**src/rtl/i2c_slave_responder.sv**
```systemverilog
// I2C slave: SCL/SDA go through a 2-FF synchronizer and a glitch filter, then into
// a 7-bit address match. The slave receives write bytes, returns read bytes and
// controls SDA open-drain.
//
// state     | meaning
// IDLE      | bus free (or after reset), waiting for START
// ADDR      | shifting in 7-bit address + R/W
// ADDR_ACK  | driving ACK for a matched address
// RX_BYTE   | shifting in a write data byte
// RX_ACK    | driving ACK for a received byte
// TX_BYTE   | driving read data MSB-first
// TX_ACK    | sampling master ACK/NACK on the 9th clock
// WAIT_STOP | not addressed or NACKed; bus ignored until START/STOP
module i2c_slave_responder #(
    parameter logic [6:0] SLAVE_ADDR = 7'h3A,
    parameter int         FILT_LEN   = 3
) (
    input  logic       pclk,
    input  logic       preset,
    input  logic       scl_i,
    input  logic       sda_i,
    output logic       sda_oe,
    input  logic [7:0] tx_data,
    input  logic       tx_valid,
    output logic       tx_ready,
    output logic [7:0] rx_data,
    output logic       rx_valid,
    output logic       addr_hit,
    output logic       rw,
    output logic       start_det,
    output logic       stop_det,
    output logic       busy
);

    typedef enum logic [2:0] {
        IDLE, ADDR, ADDR_ACK, RX_BYTE, RX_ACK, TX_BYTE, TX_ACK, WAIT_STOP
    } state_t;

    logic [1:0]          scl_s_q, sda_s_q;
    logic [FILT_LEN-1:0] scl_h_q, sda_h_q;
    logic                scl_f_q, sda_f_q, scl_p_q, sda_p_q;

    state_t     state_q, state_d;
    logic [3:0] cnt_q, cnt_d;
    logic [7:0] shift_q, shift_d, tx_shift_q, tx_shift_d, rx_data_q, rx_data_d;
    logic       sda_oe_q, sda_oe_d, rw_q, rw_d, busy_q, busy_d;
    logic       rx_valid_q, rx_valid_d, addr_hit_q, addr_hit_d;
    logic       start_det_q, start_det_d, stop_det_q, stop_det_d;
    logic       load_tx;
    logic [7:0] shift_in, tx_byte;

    logic scl_rise, scl_fall, start_c, stop_c;
    assign scl_rise = scl_f_q & ~scl_p_q;
    assign scl_fall = ~scl_f_q & scl_p_q;
    assign start_c  = scl_f_q & scl_p_q & sda_p_q & ~sda_f_q;
    assign stop_c   = scl_f_q & scl_p_q & ~sda_p_q & sda_f_q;
    assign shift_in = {shift_q[6:0], sda_f_q};
    assign tx_byte  = tx_valid ? tx_data : 8'hFF;

    always_ff @(posedge pclk) begin
        if (preset) begin
            scl_s_q     <= '1;
            sda_s_q     <= '1;
            scl_h_q     <= '1;
            sda_h_q     <= '1;
            scl_f_q     <= 1'b1;
            sda_f_q     <= 1'b1;
            scl_p_q     <= 1'b1;
            sda_p_q     <= 1'b1;
            state_q     <= IDLE;
            cnt_q       <= '0;
            shift_q     <= '0;
            tx_shift_q  <= '0;
            rx_data_q   <= '0;
            sda_oe_q    <= 1'b0;
            rw_q        <= 1'b0;
            busy_q      <= 1'b0;
            rx_valid_q  <= 1'b0;
            addr_hit_q  <= 1'b0;
            start_det_q <= 1'b0;
            stop_det_q  <= 1'b0;
        end else begin
            scl_s_q <= {scl_s_q[0], scl_i};
            sda_s_q <= {sda_s_q[0], sda_i};
            scl_h_q <= (scl_h_q << 1) | FILT_LEN'(scl_s_q[1]);
            sda_h_q <= (sda_h_q << 1) | FILT_LEN'(sda_s_q[1]);
            // A level is accepted only once the whole history window agrees.
            if (&scl_h_q)       scl_f_q <= 1'b1;
            else if (~|scl_h_q) scl_f_q <= 1'b0;
            if (&sda_h_q)       sda_f_q <= 1'b1;
            else if (~|sda_h_q) sda_f_q <= 1'b0;
            scl_p_q     <= scl_f_q;
            sda_p_q     <= sda_f_q;
            state_q     <= state_d;
            cnt_q       <= cnt_d;
            shift_q     <= shift_d;
            tx_shift_q  <= tx_shift_d;
            rx_data_q   <= rx_data_d;
            sda_oe_q    <= sda_oe_d;
            rw_q        <= rw_d;
            busy_q      <= busy_d;
            rx_valid_q  <= rx_valid_d;
            addr_hit_q  <= addr_hit_d;
            start_det_q <= start_det_d;
            stop_det_q  <= stop_det_d;
        end
    end

    always_comb begin
        state_d     = state_q;
        cnt_d       = cnt_q;
        shift_d     = shift_q;
        tx_shift_d  = tx_shift_q;
        rx_data_d   = rx_data_q;
        sda_oe_d    = sda_oe_q;
        rw_d        = rw_q;
        busy_d      = busy_q;
        rx_valid_d  = 1'b0;
        addr_hit_d  = 1'b0;
        start_det_d = 1'b0;
        stop_det_d  = 1'b0;
        load_tx     = 1'b0;

        if (start_c) begin
            state_d     = ADDR;
            cnt_d       = '0;
            shift_d     = '0;
            sda_oe_d    = 1'b0;
            start_det_d = 1'b1;
            busy_d      = 1'b1;
        end else if (stop_c) begin
            state_d    = IDLE;
            cnt_d      = '0;
            sda_oe_d   = 1'b0;
            stop_det_d = 1'b1;
            busy_d     = 1'b0;
        end else begin
            case (state_q)
                ADDR, RX_BYTE: if (scl_rise) begin
                    shift_d = shift_in;
                    cnt_d   = cnt_q + 4'd1;
                    if (cnt_q == 4'd7) begin
                        cnt_d = '0;
                        if (state_q == RX_BYTE) begin
                            rx_data_d  = shift_in;
                            rx_valid_d = 1'b1;
                            state_d    = RX_ACK;
                        end else if (shift_in[7:1] == SLAVE_ADDR) begin
                            addr_hit_d = 1'b1;
                            rw_d       = shift_in[0];
                            state_d    = ADDR_ACK;
                        end else begin
                            state_d = WAIT_STOP;
                        end
                    end
                end
                // First falling edge starts the ACK, the second one ends it.
                ADDR_ACK, RX_ACK: if (scl_fall) begin
                    if (!sda_oe_q) begin
                        sda_oe_d = 1'b1;
                    end else if (state_q == ADDR_ACK && rw_q) begin
                        load_tx = 1'b1;
                    end else begin
                        sda_oe_d = 1'b0;
                        state_d  = RX_BYTE;
                    end
                end
                TX_BYTE: if (scl_fall) begin
                    cnt_d = cnt_q + 4'd1;
                    if (cnt_q == 4'd7) begin
                        cnt_d    = '0;
                        sda_oe_d = 1'b0;
                        state_d  = TX_ACK;
                    end else begin
                        sda_oe_d   = ~tx_shift_q[6];
                        tx_shift_d = {tx_shift_q[6:0], 1'b1};
                    end
                end
                TX_ACK: begin
                    if (scl_rise) begin
                        if (sda_f_q) state_d = WAIT_STOP;
                        else         cnt_d   = 4'd1;
                    end else if (scl_fall && cnt_q == 4'd1) begin
                        load_tx = 1'b1;
                    end
                end
                default: ;
            endcase
        end

        if (load_tx) begin
            tx_shift_d = tx_byte;
            sda_oe_d   = ~tx_byte[7];
            cnt_d      = '0;
            state_d    = TX_BYTE;
        end
    end

    assign sda_oe    = sda_oe_q;
    assign tx_ready  = load_tx & ~preset;
    assign rx_data   = rx_data_q;
    assign rx_valid  = rx_valid_q;
    assign addr_hit  = addr_hit_q;
    assign rw        = rw_q;
    assign start_det = start_det_q;
    assign stop_det  = stop_det_q;
    assign busy      = busy_q;

endmodule

```
**config.mk**
```make
export PLATFORM = sky130hd
export DESIGN_NAME = i2c_slave_responder
export DESIGN_NICKNAME = d
export VERILOG_FILES = /design/src/rtl/i2c_slave_responder.sv
export SDC_FILE = /design/constraint.sdc
export NUM_CORES = 1
export LEC_CHECK = 0
export ABC_AREA = 1
export CORE_MARGIN = 5
export CORE_UTILIZATION = 30
export CTS_CLUSTER_DIAMETER = 150
export DETAILED_ROUTE_END_ITERATION = 8
export GPL_TIMING_DRIVEN = 0
export PLACE_DENSITY_LB_ADDON = 0.05
export SYNTH_ARGS = -nofsm -noshare
export SYNTH_HDL_FRONTEND = slang
export SYNTH_SLANG_ARGS = --single-unit
```
**constraint.sdc**
```tcl
create_clock -name pclk -period 1.4 [get_ports pclk]
set_input_delay 0.28 -clock pclk [delete_from_list [all_inputs] [get_ports pclk]]
set_output_delay 0.28 -clock pclk [all_outputs]
set_load 0.01 [all_outputs]
```
# ---- After elaboration in Yosys (flattened, before gate mapping)
# Cells that the tools add are included.
dict set report word_totals {
  out_inout_bits 16
  in_bits 13
  word_cells 155
  reg_bits 50
}
dict set report classes {
  n_mux 50
  n_reduce_logical 29
  bitwise_logic 23
  add_sub_neg 1
  eq_ne 31
}
# cell n
set op_table {}
lappend op_table {{$ne 5x5->1 const B} 9}
lappend op_table {{$mux 3} 14}
lappend op_table {{$mux 7} 6}
lappend op_table {{$ne 2x2->1 const B} 13}
lappend op_table {{$mux 1} 20}
lappend op_table {{$mux 4} 5}
lappend op_table {{$reduce_and 10->1} 2}
lappend op_table {{$not 1->1} 13}
lappend op_table {{$pmux 3 s4} 1}
lappend op_table {{$pmux 4 s3} 1}
lappend op_table {{$reduce_and 3->1} 4}
lappend op_table {{$reduce_and 5->1} 2}
lappend op_table {{$reduce_or 2->1} 5}
lappend op_table {{$eq 3x3->1 const B} 3}
lappend op_table {{$and 1x1->1} 8}
lappend op_table {{$mux 8} 1}
lappend op_table {{$eq 7x6->1 const B} 1}
lappend op_table {{$reduce_and 7->1} 1}
lappend op_table {{$reduce_bool 7->1} 1}
lappend op_table {{$reduce_or 7->1} 1}
lappend op_table {{$eq 3x2->1 const B} 2}
lappend op_table {{$or 3x1->3} 2}
lappend op_table {{$reduce_and 6->1} 1}
lappend op_table {{$reduce_bool 2->1} 3}
lappend op_table {{other kinds (12)} 15}

# ---- Logic depth before layout (Yosys ltp)
dict set report logic_depth {
  word_depth 10
  depth_mapped 12
  mapped_depth_nobuf 11
}

# ---- Worst setup path after synthesis
# No wires, ideal clock.
dict set report synth_timing {
  kind {register to register}
  from {register state_q[2]}
  to {register tx_shift_q[1]}
  t_arrival_ps 1303
  path_slack_ps -16
  stages_incl_launch_ff 12
  synth_period_minus_slack_ps 1416
  setup_time_ps 113
  required_time_ps 1287
  path_cell_list {dfxtp_1 -> inv_2 -> nand3_2 -> nor2_1 -> nand3_2 -> nand2_4 -> inv_2 -> nand2_2 -> nand2_2 -> buf_6 -> nor2_1 -> nor2_1}
}
dict set report synth_via {
  elab_chain_len 10
  elab_cells_between_ends 19
  cone_classes {eq/ne: 7; mux: 7; reduce/logical: 5}
}
# item line
set synth_rtl {}
lappend synth_rtl {{from (decl)} 43} ;# state_t state_q, state_d;
lappend synth_rtl {{from (signal assigned)} 94} ;# state_q <= state_d;
lappend synth_rtl {{$eq 3x2->1} {138, 161}}
lappend synth_rtl {{$logic_and 1x1->1} 161} ;# end else if (state_q == ADDR_ACK && rw_q) begin
lappend synth_rtl {{$mux 1} 161}
lappend synth_rtl {{$mux 1} 159} ;# if (!sda_oe_q) begin
lappend synth_rtl {{$mux 1} 158} ;# ADDR_ACK, RX_ACK: if (scl_fall) begin
lappend synth_rtl {{$pmux 1 s2} 138} ;# case (state_q)
lappend synth_rtl {{$mux 1} 131} ;# end else if (stop_c) begin
lappend synth_rtl {{$mux 1} 124} ;# if (start_c) begin
lappend synth_rtl {{$ne 2x2->1 (no source line) / $reduce_bool 2->1 (equally long branches)} -}
lappend synth_rtl {{$reduce_and 5->1 (no source line)} -}
lappend synth_rtl {{to (signal assigned)} 97} ;# tx_shift_q <= tx_shift_d;
lappend synth_rtl {{to (decl)} 45} ;# logic [7:0] shift_q, shift_d, tx_shift_q, tx_shift_d, rx_data_q, rx_data_d;
# Parallel ways exist; a longest one is shown, timed or not.
# A chain may end at the register's enable or synchronous reset.

# ---- Worst setup path after layout
dict set report layout_timing {
  from {register state_q[0]}
  to {output tx_ready}
}
dict set report layout_via {
  elab_chain_len 9
  elab_cells_between_ends 12
  cone_classes {eq/ne: 3; mux: 6; bitwise: 1; reduce/logical: 2}
}
# item line
set layout_rtl {}
lappend layout_rtl {{$eq 3x2->1} {138, 161}}
lappend layout_rtl {{$logic_and 1x1->1} 161}
lappend layout_rtl {{$mux 1} 161}
lappend layout_rtl {{$mux 1} 159}
lappend layout_rtl {{$mux 1} 158}
lappend layout_rtl {{$pmux 1 s2 *} 138}
lappend layout_rtl {{$mux 1 *} 131}
lappend layout_rtl {{$mux 1 *} 124}
lappend layout_rtl {{$and 1x1->1 *} 200} ;# assign tx_ready = load_tx & ~preset;
lappend layout_rtl {{to (decl)} 25} ;# output logic tx_ready,
# Mark *: on every way between the ends. The rest lies on a longest branch, timed or not.

==> impl_metrics.json <==
{
  "fp-row-count": 31,
  "postSynthNetCount": 321,
  "grt_pass1_wl_um": 9867,
  "cp.arrival_ns": 1.35,
  "violations": "negative setup slack",
  "final_cell_mix": "nor2_1, dfxtp_1, nand2_1",
  "die_area_um2": 9317,
  "cap_viol_max_count": 0,
  "hold_buffers": 0,
  "syn_area_um2": 2246,
  "synth_cell_type_count": 32,
  "setup_violations": 34,
  "final_core_util_pct": 46.27,
  "path_clk_slew_ns": 0.09,
  "maxSlewViolCount": 0,
  "async_flop_share_pct": 0,
  "finalCritPeriodShare_pct": 116.3,
  "ant_nets": 0,
  "wl_per_cell_um": 13.04,
  "stdcell_count": 469,
  "antenna_found_initial": 0,
  "synth_ff_type": "dfxtp_1",
  "layout-drive-gt1-share_pct": 38.11,
  "powerDensity_nw_per_um2": 1044,
  "max-vdd-ir-drop_mv": 0.4202,
  "slowest_stage": "dfxtp_4",
  "max_freq_ghz": 0.6141,
  "viasPerCell": 4.689,
  "syn_inst": 306,
  "path_cells": "inv_6 > nand3_4 > nor2_4 > nand3_2 > nand2_4 > inv_4 > nor2_4 > buf_6",
  "grt_max_degree": 16,
  "grtUsageTotal_pct": 13.75,
  "finalClockSkew_ns": 0.009478,
  "status": "complete, but fails checks",
  "fillCellCount": 752,
  "slew_headroom_pct": 69.49,
  "drcViolationCount": 0,
  "clk_latency_ns": 0.30,
  "critPathMaxFanout": 5,
  "gp_congestion": 0.8494,
  "dieHeight_um": 96.53,
  "firstDrtPassIters": 4,
  "leakage_nw": 1.483,
  "cts_root_buffer": "clkbuf_8",
  "cts_tree": "built",
  "startpoint_type": "flip-flop",
  "seq_area_frac_synth_pct": 44.57,
  "ios": 29,
  "initial_core_util_pct": 30.96,
  "ctsLongestPathBuffers": 2,
  "critPathRequiredTime_ns": 1.12,
  "hold_viol_final": 0,
  "coreArea_um2": 7253,
  "tightest_slew_ns": 0.4560,
  "setup_slack_ns": -0.2284,
  "hold_class": "flip-flop to flip-flop",
  "min_period_ns": 1.628,
  "dp_slack_ns": -0.6467,
  "end_kind": "output port",
  "clock-sinks": 50,
  "ctsHtreeMaxLevel": 2,
  "numCtsBuffers": 5,
  "via_count": 2199,
  "fin_area_um2": 3356,
  "grt_overflow": 0,
  "synth_edf_count": 0,
  "cpMostUsedCell": "nor2_4",
  "grt_pass1_vias": 1992,
  "design_power_total_mw": 3.503,
  "place_inst": 433,
  "synth.avg_cell_area_um2": 7.340,
  "n_antenna_cell": 0,
  "die_x_um": 96.53,
  "ys_warn_count": 0,
  "rsz0062_at_grt": "yes",
  "initialDrtViolationCount": 81,
  "fin_nets": 385,
  "placed_cell_area_um2": 2654,
  "wirelength_um": 6116,
  "slowest_delay_ns": 0.37,
  "io_buffer_count": 28,
  "yosys_register_bits": 50,
  "area_delta_synth_final_pct": 49.42,
  "hpwl_um": 3963,
  "path_class": "flip-flop to output port"
}
==> synth_stat cells, drive strengths merged (2+ instances only) <==
cell type  number  area share (%)
ha              2             1.1
nor2           56             9.7
o21ai          39             9.4
a21oi          20             4.5
nand3          15             5.1
o211ai          2            0.67
buf             5             1.6
nand4           4             1.4
dfxtp          50              45
nor3            9             2.0
or2            11             3.1
inv            39             6.5
nand2          47             8.5
clkbuf          2            0.33
==> cell families (layout without fill, tap and decap cells) <==
logic type      Yosys count  count (layout)  share of synthesized area [%]
compound gates           64              64                          15.49
fa+ha+maj                 2               2                          1.114
buf+inv                  47             111                          8.690
flops                    50              50                          44.57
simple gates            143             143                          30.14
==> report_power, final <==
group | leakage [nW] | switching, mW | internal [mW] | total [mW]
sequential | 0.408 | 0.0874 | 1.51 | 1.60
combinational | 1.03 | 0.584 | 0.477 | 1.06
clock | 0.0444 | 0.498 | 0.347 | 0.845
==> final timing paths <==
| kind | to | slack, ns | depth (start not counted) | startpoint |
|---|---|---|---|---|
| max | tx_ready | -0.23 | 8 | state_q[0] |
| min | sda_s_q[1] | 0.41 | 1 | sda_s_q[0] |
| max reg2reg | cnt_q[3] | -0.19 | 6 | state_q[2] |
| min reg2reg | sda_s_q[1] | 0.41 | 1 | sda_s_q[0] |
==> worst max-delay path: cells and delay by family, from the launching register on <==
kind | cells | cell delay (ns)
AND/OR/NAND/NOR | 5 | 0.44
flip-flops | 1 | 0.37
buffers and inverters | 3 | 0.23
==> state kept, by name (all words and copies together), names as in the netlist <==
signal and cells:
addr_hit 1, busy 1, cnt_q 4, rw 1
rx_data 8, rx_valid 1, scl_f_q 1, scl_h_q 3
scl_p_q 1, scl_s_q 2, sda_f_q 1, sda_h_q 3
sda_oe 1, sda_p_q 1, sda_s_q 2, shift_q 7
start_det 1, state_q 3, stop_det 1, tx_shift_q 7
==> what timing repair did <==
item,in CTS,in global routing
resized for setup,89,68
setup endpoints to repair,49,34
setup buffers,15,10
cloned,3,1
endpoints found under the hold margin,0,0
pin swaps,15,31
==> through the flow <==
step                TNS (ns)  hold WS [ns]
global placement      -10.98        0.3930
global route          -6.062        0.4328
finish                -2.818        0.4121
CTS                   -2.117        0.4148
floorplan                  0        0.3838
detailed placement    -10.95        0.3928
==> cell type report <==
class / count / area [um^2] / area share [%]
multi-input combinational: 209 / 1351 / 40.27
sequential: 50 / 1025 / 30.54
timing repair buffer: 57 / 531.8 / 15.85
inverter: 40 / 175.2 / 5.220
tap: 99 / 123.9 / 3.691
clock buffer: 5 / 68.82 / 2.051
buffer: 7 / 66.31 / 1.976
clock inverter: 2 / 13.76 / 0.4101
==> layer usage <==
metal  global-route usage [%]  wire length, um  up-vias
met5                        0                0        -
met2                    21.09             2801       32
met3                    2.556              182        7
li1                         -                -     1119
met1                    19.33             3054     1041
met4                    4.673               78        0
Note: power is estimated with default switching activity, not from simulation.
